## src/rtl/esm_issue_scheduler.sv

```systemverilog
`timescale 1ns/1ps
// esm_issue_scheduler: instruction buffer slot manager.
// Allocates slots, captures each slot's dependency vector one cycle after
// allocation, offers the lowest dependency-free slot for issue through a
// locked issue register, and frees slots on completion while clearing the
// completing slot's bit from every other slot's dependency mask.
module esm_issue_scheduler #(
  parameter int BS     = 16,
  parameter int REGNUM = 32
) (
  input  logic                  clk,
  input  logic                  rst,
  input  logic                  alloc_valid,
  output logic                  alloc_ready,
  output logic [$clog2(BS)-1:0] alloc_index,
  input  logic [BS-1:0]         idt,
  output logic                  issue_valid,
  output logic [$clog2(BS)-1:0] issue_index,
  input  logic                  issue_ready,
  input  logic                  cmpl_valid,
  input  logic [$clog2(BS)-1:0] cmpl_index,
  output logic [$clog2(BS):0]   occupancy
);
  localparam int IW = $clog2(BS);

  // Elaboration-time sanity check on the sizing parameters.
  if (BS < 2 || (BS & (BS - 1)) != 0 || REGNUM < 1) begin : g_bad_param
    $error("esm_issue_scheduler: BS must be a power of 2 >= 2, REGNUM >= 1");
  end

  typedef enum logic [1:0] {FREE, CAPT, PEND, ISSUED} ent_st_e;

  ent_st_e          r_st   [BS];
  logic [BS-1:0]    r_mask [BS];
  logic             r_cap_vld;
  logic [IW-1:0]    r_cap_idx;
  logic             r_iss_vld;
  logic [IW-1:0]    r_iss_idx;
  logic [IW:0]      r_occ;

  logic [BS-1:0]    w_free;
  logic [BS-1:0]    w_ready;
  logic [BS-1:0]    w_cand;
  logic [IW-1:0]    w_alloc_idx;
  logic [IW-1:0]    w_iss_sel;
  logic             w_alloc_acc;
  logic             w_cmpl_ok;
  logic             w_iss_hs;
  logic [BS-1:0]    w_cmpl_oh;
  logic [BS-1:0]    w_cap_mask;

  // Per-slot status flags derived from registered state only.
  always_comb begin
    w_free  = '0;
    w_ready = '0;
    for (int i = 0; i < BS; i++) begin
      w_free[i]  = (r_st[i] == FREE);
      w_ready[i] = (r_st[i] == PEND) && (r_mask[i] == '0);
    end
  end

  // Lowest-numbered free slot; 0 when the buffer is full.
  always_comb begin
    w_alloc_idx = '0;
    for (int i = BS - 1; i >= 0; i--) begin
      if (w_free[i]) w_alloc_idx = IW'(i);
    end
  end

  // Lowest-numbered ready slot, excluding the one already locked for issue.
  always_comb begin
    w_cand = w_ready;
    if (r_iss_vld) w_cand[r_iss_idx] = 1'b0;
    w_iss_sel = '0;
    for (int i = BS - 1; i >= 0; i--) begin
      if (w_cand[i]) w_iss_sel = IW'(i);
    end
  end

  // Handshakes, and the mask written into the slot being captured this cycle.
  // A slot completing in the capture cycle is dropped from the new mask,
  // since its own clear would otherwise be lost under the capture write.
  always_comb begin
    w_alloc_acc = alloc_valid && alloc_ready;
    w_cmpl_ok   = cmpl_valid && (r_st[cmpl_index] == ISSUED);
    w_iss_hs    = r_iss_vld && issue_ready;
    w_cmpl_oh   = w_cmpl_ok ? (BS'(1) << cmpl_index) : '0;
    w_cap_mask  = idt & ~w_free & ~(BS'(1) << r_cap_idx) & ~w_cmpl_oh;
  end

  assign alloc_ready = |w_free;
  assign alloc_index = w_alloc_idx;
  assign issue_valid = r_iss_vld;
  assign issue_index = r_iss_idx;
  assign occupancy   = r_occ;

  // Slot lifecycle FREE -> CAPT -> PEND -> ISSUED -> FREE. The four
  // transitions address slots in distinct states, so they never collide.
  always_ff @(posedge clk or negedge rst) begin
    if (!rst) begin
      for (int i = 0; i < BS; i++) r_st[i] <= FREE;
    end else begin
      for (int i = 0; i < BS; i++) begin
        if (w_alloc_acc && (w_alloc_idx == IW'(i)))
          r_st[i] <= CAPT;
        else if (r_cap_vld && (r_cap_idx == IW'(i)))
          r_st[i] <= PEND;
        else if (w_iss_hs && (r_iss_idx == IW'(i)))
          r_st[i] <= ISSUED;
        else if (w_cmpl_ok && (cmpl_index == IW'(i)))
          r_st[i] <= FREE;
      end
    end
  end

  // Dependency masks: loaded on capture, completing slot's bit cleared in all.
  always_ff @(posedge clk or negedge rst) begin
    if (!rst) begin
      for (int i = 0; i < BS; i++) r_mask[i] <= '0;
    end else begin
      for (int i = 0; i < BS; i++) begin
        if (r_cap_vld && (r_cap_idx == IW'(i)))
          r_mask[i] <= w_cap_mask;
        else
          r_mask[i] <= r_mask[i] & ~w_cmpl_oh;
      end
    end
  end

  // Capture register: remembers which slot takes idt on the next cycle.
  always_ff @(posedge clk or negedge rst) begin
    if (!rst) begin
      r_cap_vld <= 1'b0;
      r_cap_idx <= '0;
    end else begin
      r_cap_vld <= w_alloc_acc;
      r_cap_idx <= w_alloc_idx;
    end
  end

  // Issue register: holds the offered slot stable until it is accepted.
  always_ff @(posedge clk or negedge rst) begin
    if (!rst) begin
      r_iss_vld <= 1'b0;
      r_iss_idx <= '0;
    end else if (!r_iss_vld || w_iss_hs) begin
      r_iss_vld <= |w_cand;
      r_iss_idx <= w_iss_sel;
    end
  end

  // Occupancy tracks allocations in and valid completions out.
  always_ff @(posedge clk or negedge rst) begin
    if (!rst) begin
      r_occ <= '0;
    end else begin
      unique case ({w_alloc_acc, w_cmpl_ok})
        2'b10:   r_occ <= r_occ + (IW+1)'(1);
        2'b01:   r_occ <= r_occ - (IW+1)'(1);
        default: r_occ <= r_occ;
      endcase
    end
  end

endmodule

```

## config.mk

```make
export PLATFORM = sky130hd
export DESIGN_NAME = esm_issue_scheduler
export DESIGN_NICKNAME = d
export VERILOG_FILES = /design/src/rtl/esm_issue_scheduler.sv
export SDC_FILE = /design/constraint.sdc
export NUM_CORES = 1
export LEC_CHECK = 0
export CORE_ASPECT_RATIO = 1.2
export CORE_UTILIZATION = 60
export DETAILED_ROUTE_END_ITERATION = 10
export GPL_TIMING_DRIVEN = 0
export PLACE_DENSITY = 0.77
export SLEW_MARGIN = 20
export SYNTH_ARGS = -nofsm -noshare
export SYNTH_HDL_FRONTEND = slang
export SYNTH_SLANG_ARGS = --single-unit
```

## constraint.sdc

```tcl
create_clock -name clk -period 2.9 [get_ports clk]
set_input_delay 0.58 -clock clk [delete_from_list [all_inputs] [get_ports clk]]
set_output_delay 0.58 -clock clk [all_outputs]
set_load 0.05 [all_outputs]
```

==> results by group <==
Die
  – Chip width: 141 µm
  – Initial Util: 0.618
  – Die area: 0.0239 mm²
  – Core area: 0.0226 mm²
  – DIE HEIGHT: 169 µm
  – Floorplan row count: 60
  – I/O pins: 40

Synth
  – Synthesized netlist net count: 1656
  – Netlist cell types: 64
  – Share of the yosys chip area belonging to registers: 0.543
  – Dominant cell type by area after synthesis: dfrtp_1
  – Top cells by area in the synthesized netlist: dfrtp_1 54%, nand2_1 15%, a21oi_1 9.9%
  – Total standard cell area after synthesis: 0.0140 mm²
  – Area share of the largest cell type after synthesis: 0.543
  – Flip-flop cell with the highest count after synthesis: dfrtp_1
  – Number of instances in the synthesized netlist: 1626
  – Number of enable flip-flop cells after synthesis: 0
  – Mean Syn Cell Area: 8.59 µm²
  – Async set-reset flop share out of synthesis: 1.00
  – Number of warning messages in the yosys log: 0
  – Synthesis-stage register bit count: 303

CTS
  – Number of buffers on the longest clock path: 3
  – Clock slew at reported path FFs: 70 ps
  – TritonCTS clock tree: built
  – Number of sinks on the clock net: 303
  – Cell chosen for the clock root: clkbuf_16
  – Source-to-sink clock delay at the later pin of the worst-skew pair: 570 ps
  – Number of buffers added by the clock tree synthesis step: 31
  – H-tree level count: 1

Route
  – Residual DRC: 0
  – Vias per cell: 6.68
  – Routed vias: 13.7k
  – Post-route ant nets: 0
  – Number of detailed-routing iterations run before antenna repair: 7
  – Iteration-0 DRC count of the detailed router: 1510
  – Wirelength, routed: 56.1 mm
  – Routed wire length per instance: 27.3 µm

Global routing
  – All-Layer GR Usage: 0.483
  – Number of global-route vias before repair: 13.3k
  – Grt total ovfl: 0
  – Largest net degree at the start of global routing: 102
  – Global-route wire length before repair: 82.2 mm
  – Antenna violations before repair: 0

Flow run
  – Max capacitance violation total: 0

Timing
  – Ratio of final minimum period to clock period: 1.06
  – Number of endpoints with negative hold slack in the final report: 0
  – Unrepaired setup endpoints after global routing: yes
  – PnR worst setup slack: -178 ps
  – Final count of negative-setup-slack endpoints: 30
  – Final TNS setup: -1900 ps
  – Worst rel slew slack: 0.177
  – Top achievable clock speed: 325 MHz
  – Minimum clock period after layout: 3080 ps
  – Worst slew pin tran: 1230 ps
  – Number of max-slew violations in the final report: 0
  – Clock skew after layout: 18.9 ps

Placement
  – Placed cell count: 1984
  – Total cell area at the placement stage: 0.0150 mm²
  – Count of port buffers added during placement: 36
  – Post-placement setup slack: -1020 ps
  – Detailed placer's ending HPWL: 38.5 mm
  – Last weighted congestion value of the routability-driven placer: 1.04

Critical path
  – Arrival @ worst endpoint: 3560 ps
  – Critical path startpoint category: register
  – Setup slack of the worst register-to-register path: -180 ps
  – Required time of the critical path: 3380 ps
  – Highest fanout seen on the critical path: 10
  – Critical Setup Path Class: register to register
  – Nature of the critical path endpoint: register
  – Startpoint of the worst-slack reg-to-reg timing path: r_cap_idx[0]
  – Path depth of the worst reg2reg path: 7
  – Critical register-to-register path endpoint: r_mask[233]

Finish
  – Proportion of layout cells with a drive suffix above 1: 0.106
  – Most common cell after layout, fill and taps aside: nand2_1
  – Commonest non-fill, non-tap cells in the layout: 540 x nand2_1, 281 x dfrtp_1, 268 x a21oi_1, 61 x clkbuf_1, 61 x nor4_1
  – Final nets: 1750
  – Growth of design area from synthesis to finish: 16.8%
  – Final Instance Count excl. Fillers: 2051
  – Fillers: 1699
  – Cell area after layout: 0.0163 mm²

Power
  – Static Leakage: 7.01 nW
  – Largest voltage drop on the vdd net: 1.01 mV
  – PD cells: 1110 mW/mm²

Status
  – Failing checks: setup timing
  – Status: complete, but fails checks

Hold path
  – Worst min-delay path category: input pin to async pin
[report_power, final]
group | internal (mW) | switching, mW
clock | 2.50 | 1.73
sequential | 6.00 | 1.38
combinational | 2.21 | 4.33
[repair_timing]
item / 4_1_cts / 5_1_grt
hold endpoints to repair: 15 / 0
pin swaps: 3 / 1
setup endpoints to repair: 112 / 85
resized for setup: 75 / 41
setup buffers: 5 / 7
hold buffers: 1 / 0
[critical path, stage by stage (launching register included)]
cell and delay [ps]:
dfrtp_1 320, buf_2 200, nor2b_1 490, nand2_1 310, nor3_1 940, clkbuf_1 420
nand2_1 110, a21oi_1 190
[logic make-up after synthesis]
| kind of cell | after synthesis | synth area share |
|---|---|---|
| buffers and inverters | 108 | 0.0296 |
| DFF | 303 | 0.543 |
| muxes | 2 | 0.00233 |
| xor gates and xnor gates | 5 | 0.00314 |
| adders and majority gates | 5 | 0.00502 |
| AOI/OAI and AO/OA | 394 | 0.159 |
| and+or+nand+nor | 809 | 0.258 |
[through the flow]
| step | hold slack [ps] | utilization | total power, mW |
|---|---|---|---|
| 5_1_grt | 456 | 0.722 | 18.8 |
| 3_3_place_gp | 454 | 0.652 | 13.0 |
| 4_1_cts | 441 | 0.715 | 17.7 |
| 3_5_place_dp | 423 | 0.662 | 13.2 |
| 2_1_floorplan | 284 | - | 10.8 |
| 6_report | 438 | 0.722 | 18.1 |
[synthesized netlist by cell type, types with 11 or more instances]
cell type,count
nor4_1,68
nor2_1,65
nand3b_1,15
clkbuf_1,79
dfrtp_1,303
a211oi_1,21
a21oi_1,276
nand2_1,542
nor2b_1,12
o21ai_0,32
and3_1,21
inv_1,21
a31oi_1,11
nand3_1,31
[how the worst max path moves through the flow]
stage | startpoint | end | slack (ps) | cells after the start
floorplan | cmpl_index[1] | occupancy[4] | 5 | 16
global placement | rst | r_mask[168] | -11460 | 1
detailed placement | cmpl_index[0] | occupancy[4] | -1020 | 14
CTS | r_st[26] | alloc_index[0] | -30 | 6
global route | r_cap_idx[0] | r_mask[233] | -220 | 7
finish | r_cap_idx[0] | r_mask[233] | -180 | 7
[area by class of cell]
type                    count  area (µm²)  area share
multi-input cells        1215        6190       0.380
inverters                  22        88.8     0.00545
plain buffers              86         374      0.0229
clock inverters            18         250      0.0153
repair buffers             61         602      0.0369
clock buffers              35         801      0.0491
well taps                 310         388      0.0238
diodes                      1        2.50    0.000153
flip-flops and latches    303        7610       0.467
[state kept, by name (all words and copies together), names as in the netlist]
name,count
r_st,32
occupancy,5
issue_index,4
r_cap_vld,1
r_cap_idx,4
r_mask,256
issue_valid,1
[per-layer routing]
metal,routed length [µm],global-route usage,part of all wire
met1,19800,0.602,0.35
met2,24300,0.718,0.43
met3,6570,0.118,0.12
met4,5310,0.395,0.095
met5,0,0,0
(Power assumes the default switching activity.)
